**src/rtl/rag_retrieval_pkg.sv**
```systemverilog
// Shared types for the retrieval path: score/doc-id types, ranked-list entry
// and the top-K selector state encoding.
package rag_retrieval_pkg;

    localparam int DOC_ID_W_DEF = 32;
    localparam int SCORE_W_DEF  = 32;

    typedef logic signed [SCORE_W_DEF-1:0] score_t;
    typedef logic        [DOC_ID_W_DEF-1:0] doc_id_t;

    typedef struct packed {
        doc_id_t doc_id;
        score_t  score;
    } topk_entry_t;

    typedef enum logic [1:0] {
        IDLE,
        COLLECT,
        EMIT,
        DONE
    } topk_state_t;

endpackage

```
**src/rtl/topk_insert_slot.sv**
```systemverilog
// One position of the sorted top-K list: decides whether this slot keeps its
// entry, takes the new candidate, or takes the entry shifting down from above.
module topk_insert_slot #(
    parameter int DOC_ID_W = 32,
    parameter int SCORE_W  = 32
) (
    input  logic                i_own_valid,
    input  logic [DOC_ID_W-1:0] i_own_doc,
    input  logic [SCORE_W-1:0]  i_own_score,
    input  logic [DOC_ID_W-1:0] i_up_doc,
    input  logic [SCORE_W-1:0]  i_up_score,
    input  logic                i_up_gt,
    input  logic [DOC_ID_W-1:0] i_new_doc,
    input  logic [SCORE_W-1:0]  i_new_score,
    output logic [DOC_ID_W-1:0] o_next_doc,
    output logic [SCORE_W-1:0]  o_next_score,
    output logic                o_gt
);

    // An empty slot always loses to the candidate; a tie keeps the older entry.
    assign o_gt = !i_own_valid || ($signed(i_new_score) > $signed(i_own_score));

    always_comb begin
        o_next_doc   = i_own_doc;
        o_next_score = i_own_score;
        if (o_gt) begin
            if (i_up_gt) begin
                o_next_doc   = i_up_doc;
                o_next_score = i_up_score;
            end else begin
                o_next_doc   = i_new_doc;
                o_next_score = i_new_score;
            end
        end
    end

endmodule

```
**src/rtl/topk_selector.sv**
```systemverilog
// Streaming top-K ranker: collects (doc_id, score) candidates into a sorted
// list with single-cycle insertion, then emits the ranked list under handshake.
module topk_selector
    import rag_retrieval_pkg::*;
#(
    parameter  int TOP_K    = 8,
    parameter  int DOC_ID_W = 32,
    parameter  int SCORE_W  = 32,
    localparam int RANK_W   = (TOP_K > 1) ? $clog2(TOP_K) : 1
) (
    input  logic                clk,
    input  logic                rst_n,
    input  logic                start,
    output logic                busy,
    input  logic                in_valid,
    output logic                in_ready,
    input  logic [DOC_ID_W-1:0] in_doc_id,
    input  logic [SCORE_W-1:0]  in_score,
    input  logic                in_last,
    output logic                out_valid,
    input  logic                out_ready,
    output logic [RANK_W-1:0]   out_rank,
    output logic [DOC_ID_W-1:0] out_doc_id,
    output logic [SCORE_W-1:0]  out_score,
    output logic                out_last,
    output logic                done
);

    localparam int CNT_W = $clog2(TOP_K + 1);

    topk_state_t         r_state;
    topk_state_t         w_state_next;
    logic [CNT_W-1:0]    r_count;
    logic [RANK_W-1:0]   r_emit_idx;
    logic                w_accept;
    logic                w_emit_last;

    logic [DOC_ID_W-1:0] w_doc      [TOP_K];
    logic [SCORE_W-1:0]  w_score    [TOP_K];
    logic [DOC_ID_W-1:0] w_doc_next [TOP_K];
    logic [SCORE_W-1:0]  w_score_nxt[TOP_K];
    logic                w_gt       [TOP_K];
    logic                w_valid    [TOP_K];

    assign w_accept    = (r_state == COLLECT) && in_valid;
    assign w_emit_last = ((CNT_W'(r_emit_idx) + CNT_W'(1)) == r_count);

    genvar gi;
    generate
        for (gi = 0; gi < TOP_K; gi++) begin : g_slot
            logic [DOC_ID_W-1:0] r_doc;
            logic [SCORE_W-1:0]  r_score;
            logic [DOC_ID_W-1:0] w_up_doc;
            logic [SCORE_W-1:0]  w_up_score;
            logic                w_up_gt;

            if (gi == 0) begin : g_head
                assign w_up_doc   = '0;
                assign w_up_score = '0;
                assign w_up_gt    = 1'b0;
            end else begin : g_body
                assign w_up_doc   = w_doc[gi-1];
                assign w_up_score = w_score[gi-1];
                assign w_up_gt    = w_gt[gi-1];
            end

            assign w_valid[gi] = (r_count > CNT_W'(gi));
            assign w_doc[gi]   = r_doc;
            assign w_score[gi] = r_score;

            topk_insert_slot #(
                .DOC_ID_W (DOC_ID_W),
                .SCORE_W  (SCORE_W)
            ) u_slot (
                .i_own_valid  (w_valid[gi]),
                .i_own_doc    (r_doc),
                .i_own_score  (r_score),
                .i_up_doc     (w_up_doc),
                .i_up_score   (w_up_score),
                .i_up_gt      (w_up_gt),
                .i_new_doc    (in_doc_id),
                .i_new_score  (in_score),
                .o_next_doc   (w_doc_next[gi]),
                .o_next_score (w_score_nxt[gi]),
                .o_gt         (w_gt[gi])
            );

            always_ff @(posedge clk or negedge rst_n) begin
                if (!rst_n) begin
                    r_doc   <= '0;
                    r_score <= '0;
                end else if (w_accept) begin
                    r_doc   <= w_doc_next[gi];
                    r_score <= w_score_nxt[gi];
                end
            end
        end
    endgenerate

    always_comb begin
        w_state_next = r_state;
        busy         = (r_state != IDLE);
        in_ready     = 1'b0;
        out_valid    = 1'b0;
        out_last     = 1'b0;
        out_rank     = '0;
        out_doc_id   = '0;
        out_score    = '0;
        done         = 1'b0;
        case (r_state)
            IDLE: begin
                if (start) w_state_next = COLLECT;
            end
            COLLECT: begin
                in_ready = 1'b1;
                if (in_valid && in_last) w_state_next = EMIT;
            end
            EMIT: begin
                out_valid  = 1'b1;
                out_last   = w_emit_last;
                out_rank   = r_emit_idx;
                out_doc_id = w_doc[r_emit_idx];
                out_score  = w_score[r_emit_idx];
                if (out_ready && w_emit_last) w_state_next = DONE;
            end
            DONE: begin
                done         = 1'b1;
                w_state_next = IDLE;
            end
            default: w_state_next = IDLE;
        endcase
    end

    always_ff @(posedge clk or negedge rst_n) begin
        if (!rst_n) begin
            r_state    <= IDLE;
            r_count    <= '0;
            r_emit_idx <= '0;
        end else begin
            r_state <= w_state_next;
            // Count saturates at TOP_K; a full list just displaces its tail.
            if (r_state == IDLE && start) begin
                r_count <= '0;
            end else if (w_accept && r_count != CNT_W'(TOP_K)) begin
                r_count <= r_count + CNT_W'(1);
            end
            if (r_state == COLLECT) begin
                r_emit_idx <= '0;
            end else if (r_state == EMIT && out_ready) begin
                r_emit_idx <= r_emit_idx + 1'b1;
            end
        end
    end

endmodule

```
**config.mk**
```make
export PLATFORM = sky130hd
export DESIGN_NAME = topk_selector
export DESIGN_NICKNAME = d
export VERILOG_FILES = /design/src/rtl/rag_retrieval_pkg.sv /design/src/rtl/topk_insert_slot.sv /design/src/rtl/topk_selector.sv
export SDC_FILE = /design/constraint.sdc
export NUM_CORES = 1
export LEC_CHECK = 0
export CORE_MARGIN = 4
export CORE_UTILIZATION = 37
export CTS_CLUSTER_DIAMETER = 200
export DETAILED_ROUTE_END_ITERATION = 8
export GPL_TIMING_DRIVEN = 0
export PLACE_DENSITY = 0.52
export SLEW_MARGIN = 40
export SYNTH_ARGS = -nofsm -noshare
export SYNTH_HDL_FRONTEND = slang
export SYNTH_SLANG_ARGS = --single-unit
```
**constraint.sdc**
```tcl
create_clock -name clk -period 3.4 [get_ports clk]
set_clock_uncertainty 0.05 [all_clocks]
set_input_delay 0.68 -clock clk [delete_from_list [all_inputs] [get_ports clk]]
set_output_delay 0.68 -clock clk [all_outputs]
set_load 0.02 [all_outputs]
```
==> results.cfg <==
[synthesis]
synth_warnings = 0
synth_cell_types = 64
syn-instance-count = 3424
syn_area_um2 = 34900
avgSynthCellArea_um2 = 10.2
synthFlopType = dfrtp_1
async_flop_share = 1.00
synthesis.nets = 3760
ys_seq_elements = 521
synth-edff-count = 0
ys_seq_area_frac = 0.374

[placed_design]
dp_hpwl_mm = 92.9
dpl-instance-area_um2 = 38200
preCtsSetupSlack_ns = -2.22
numPortBuffers = 140
gp_congestion = 0.916

[critical_path]
required_ns = 3.86
critPathCapture = g_slot[6].r_doc[23]$_DFFE_PN0P_
path_common_cell = buf_12
r2r_start = g_slot[5].r_score[31]$_DFFE_PN0P_
slowest_stage = nor4_2
crit_chain = inv_1 > ha_1 > nand4_1 > nor4_2 > nand3_1 > a21oi_2 > or2_4 > buf_12 > buf_12 > buf_12 > mux2_4 > mux2_4
endpoint_kind = flop
worstReg2RegEnd = g_slot[6].r_doc[23]$_DFFE_PN0P_
max_stage_delay_ns = 0.49
cp_max_fo = 6
critPathKind = reg -> reg
reg2reg_setup_slack_ns = -0.09
r2r_cells = 12
cp-start-kind = flop
crit_path_start = g_slot[5].r_score[31]$_DFFE_PN0P_
cp.arrival_ns = 3.95

[global_route]
use_met2 = 0.415
grt_pass1_wl_mm = 195
busiest_layer = met2
grt_util_met3 = 0.0478
grtUsageMet1 = 0.363
antenna_found_initial = 11
grtUsageTotal = 0.261
grt_pass1_vias = 28900
grt_max_degree = 70
grt_overflow = 0

[floorplanning]
start_util = 0.373
die_x_um = 315
die-area_um2 = 99300
ioPinCount = 142
rows = 112
fp.coreArea_um2 = 93500
die_h_um = 315

[final_layout]
layout-drive-gt1-share = 0.212
area_growth_pct = 22.5
stdcell_area_um2 = 42700
nets = 4048
fill_cells = 8896

[timing]
max_freq_mhz = 286
fin_crit_ns = 3.49
final.setup.worst_slack_ns = -0.0932
drv_slew = 0
setup_violations = 37
fin_crit_sh = 1.03
hold_violations = 0
hold_ws_ns = 0.461
rsz0062_at_grt = yes
setup_tns_ns = -1.88
worst_pin_slew_ns = 0.962
maxSlewHeadroom = 0.359

[drt]
routed_via_density = 5.78
ant_nets = 0
routed_wl_mm = 132
drt-pass1-iter-count = 5
drcViolationCount = 0
drtIter0Drc = 2543
routedWlPerCell_um = 26.2
dr_total_vias = 29000

[power_and_ir_drop]
pwr_density_cell_nw_per_um2 = 1040
irDropWorstVdd_mv = 0.459
leakagePower_nw = 20.1
report.power.total_mw = 44.4

[cts]
cts_buffers = 66
clockBufferDepth = 3
h-tree-depth = 3
clkSinkCount = 521
cts_tree = built
clk_latency_ns = 0.63
clkTransAtPathRegs_ns = 0.06
root_buffer = clkbuf_16

[hold_path]
hp-class = reg -> reg

[status]
status = finished with violations
violations = negative setup slack

[run]
cap_violations = 0
where the power goes:
group | total, mW | switching, mW | internal [mW]
clock network | 7.40 | 2.97 | 4.43
registers | 11.9 | 2.61 | 9.30
logic | 25.0 | 13.8 | 11.3
state kept, by name, indices dropped and copies added (netlist names):
signal / count
r_state: 2
r_count: 4
g_slot.r_doc: 256
g_slot.r_score: 256
r_emit_idx: 3
per-stage QoR:
stage | util | std cells
final | 0.457 | 5018
after global routing | 0.457 | 5014
after CTS | 0.451 | 4999
after detailed placement | 0.409 | 4833
after global placement | 0.405 | 4818
after floorplan | - | 3424
cells in the mapped netlist, types with 86 or more instances:
master	n	share of area
dfrtp_1	521	0.37
a21oi_1	461	0.066
mux2i_1	386	0.11
inv_1	271	0.029
ha_1	266	0.095
nor2_1	219	0.024
clkbuf_1	175	0.019
mux4_2	128	0.083
nand2_1	121	0.013
mux2_1	105	0.034
mux2_2	91	0.029
o21ai_0	86	0.012
per-layer routing:
layer  vias up  part of all wire  wire length [µm]
li1      13000                 -                 -
met1     14700              0.44             57400
met2      1055              0.46             60100
met3       207             0.075              9810
met4         8             0.031              4140
met5         -           0.00042                55
cells by family after synthesis:
| logic type | share of synthesized area |
|---|---|
| buffers and inverters | 0.0612 |
| adder cells (fa/ha/maj) | 0.0954 |
| AO/OA/AOI/OAI | 0.136 |
| flip-flops | 0.374 |
| multiplexers | 0.257 |
| AND/OR/NAND/NOR | 0.0755 |
| XOR/XNOR | 0.00201 |
final cells by class:
class | instances | area, µm² | area share
inverter | 271 | 1020 | 0.0239
timing repair buffer | 228 | 2420 | 0.0567
clock inverter | 12 | 238 | 0.00556
sequential | 521 | 13000 | 0.305
clock buffer | 103 | 2000 | 0.0468
tap | 1254 | 1570 | 0.0367
buffer | 255 | 1990 | 0.0466
multi-input combinational | 2369 | 20400 | 0.478
antenna | 5 | 12.5 | 0.000293
critical path, delay by kind of cell (launching register included):
| family | cells | cell delay, ns |
|---|---|---|
| multiplexers | 2 | 0.57 |
| adder cells (fa/ha/maj) | 1 | 0.35 |
| buffers and inverters | 4 | 0.47 |
| flip-flops | 1 | 0.42 |
| AND/OR/NAND/NOR | 4 | 1.11 |
| AO/OA/AOI/OAI | 1 | 0.40 |
how the worst min path moves through the flow:
stage / from / endpoint / slack, ns / depth (start not counted)
CTS: g_slot[5].r_doc[27]$_DFFE_PN0P_ / g_slot[5].r_doc[27]$_DFFE_PN0P_ / 0.46 / 2
global placement: g_slot[5].r_doc[3]$_DFFE_PN0P_ / g_slot[5].r_doc[3]$_DFFE_PN0P_ / 0.44 / 2
floorplan: rst_n / g_slot[0].r_doc[0]$_DFFE_PN0P_ / 0.33 / 0
detailed placement: g_slot[5].r_doc[27]$_DFFE_PN0P_ / g_slot[5].r_doc[27]$_DFFE_PN0P_ / 0.44 / 2
finish: g_slot[5].r_doc[0]$_DFFE_PN0P_ / g_slot[5].r_doc[0]$_DFFE_PN0P_ / 0.46 / 2
global route: g_slot[5].r_doc[1]$_DFFE_PN0P_ / g_slot[5].r_doc[1]$_DFFE_PN0P_ / 0.48 / 2
cells in the final DEF, fill, tap and decap left out, types with 10 or more instances in the layout:
master	n
o21ai_1	78
a41oi_1	65
o21ai_0	83
clkbuf_16	73
mux2i_2	19
buf_6	39
mux2i_4	10
dfrtp_1	521
clkbuf_1	83
buf_4	90
clkbuf_4	35
nand4_1	51
buf_16	14
mux2_1	77
mux2i_1	357
nand2_1	119
a22oi_1	31
nand3_1	21
clkbuf_2	54
dlygate4sd2_1	13
buf_12	26
nor2_1	217
mux2_2	81
mux2_4	38
clkbuf_8	34
inv_1	269
nor2b_1	75
clkdlybuf4s15_2	23
a21o_1	28
buf_2	44
ha_1	259
buf_8	17
clkdlybuf4s50_1	39
a21oi_1	456
nor3_1	34
mux4_2	128
repair_timing:
item	in CTS	in global routing
pin swaps	22	16
endpoints found under the setup margin	580	539
cloned	9	5
buffers inserted	45	19
resized for setup	681	233
hold buffers	1	0
hold endpoints to repair	52	0
(Power assumes the default switching activity.)
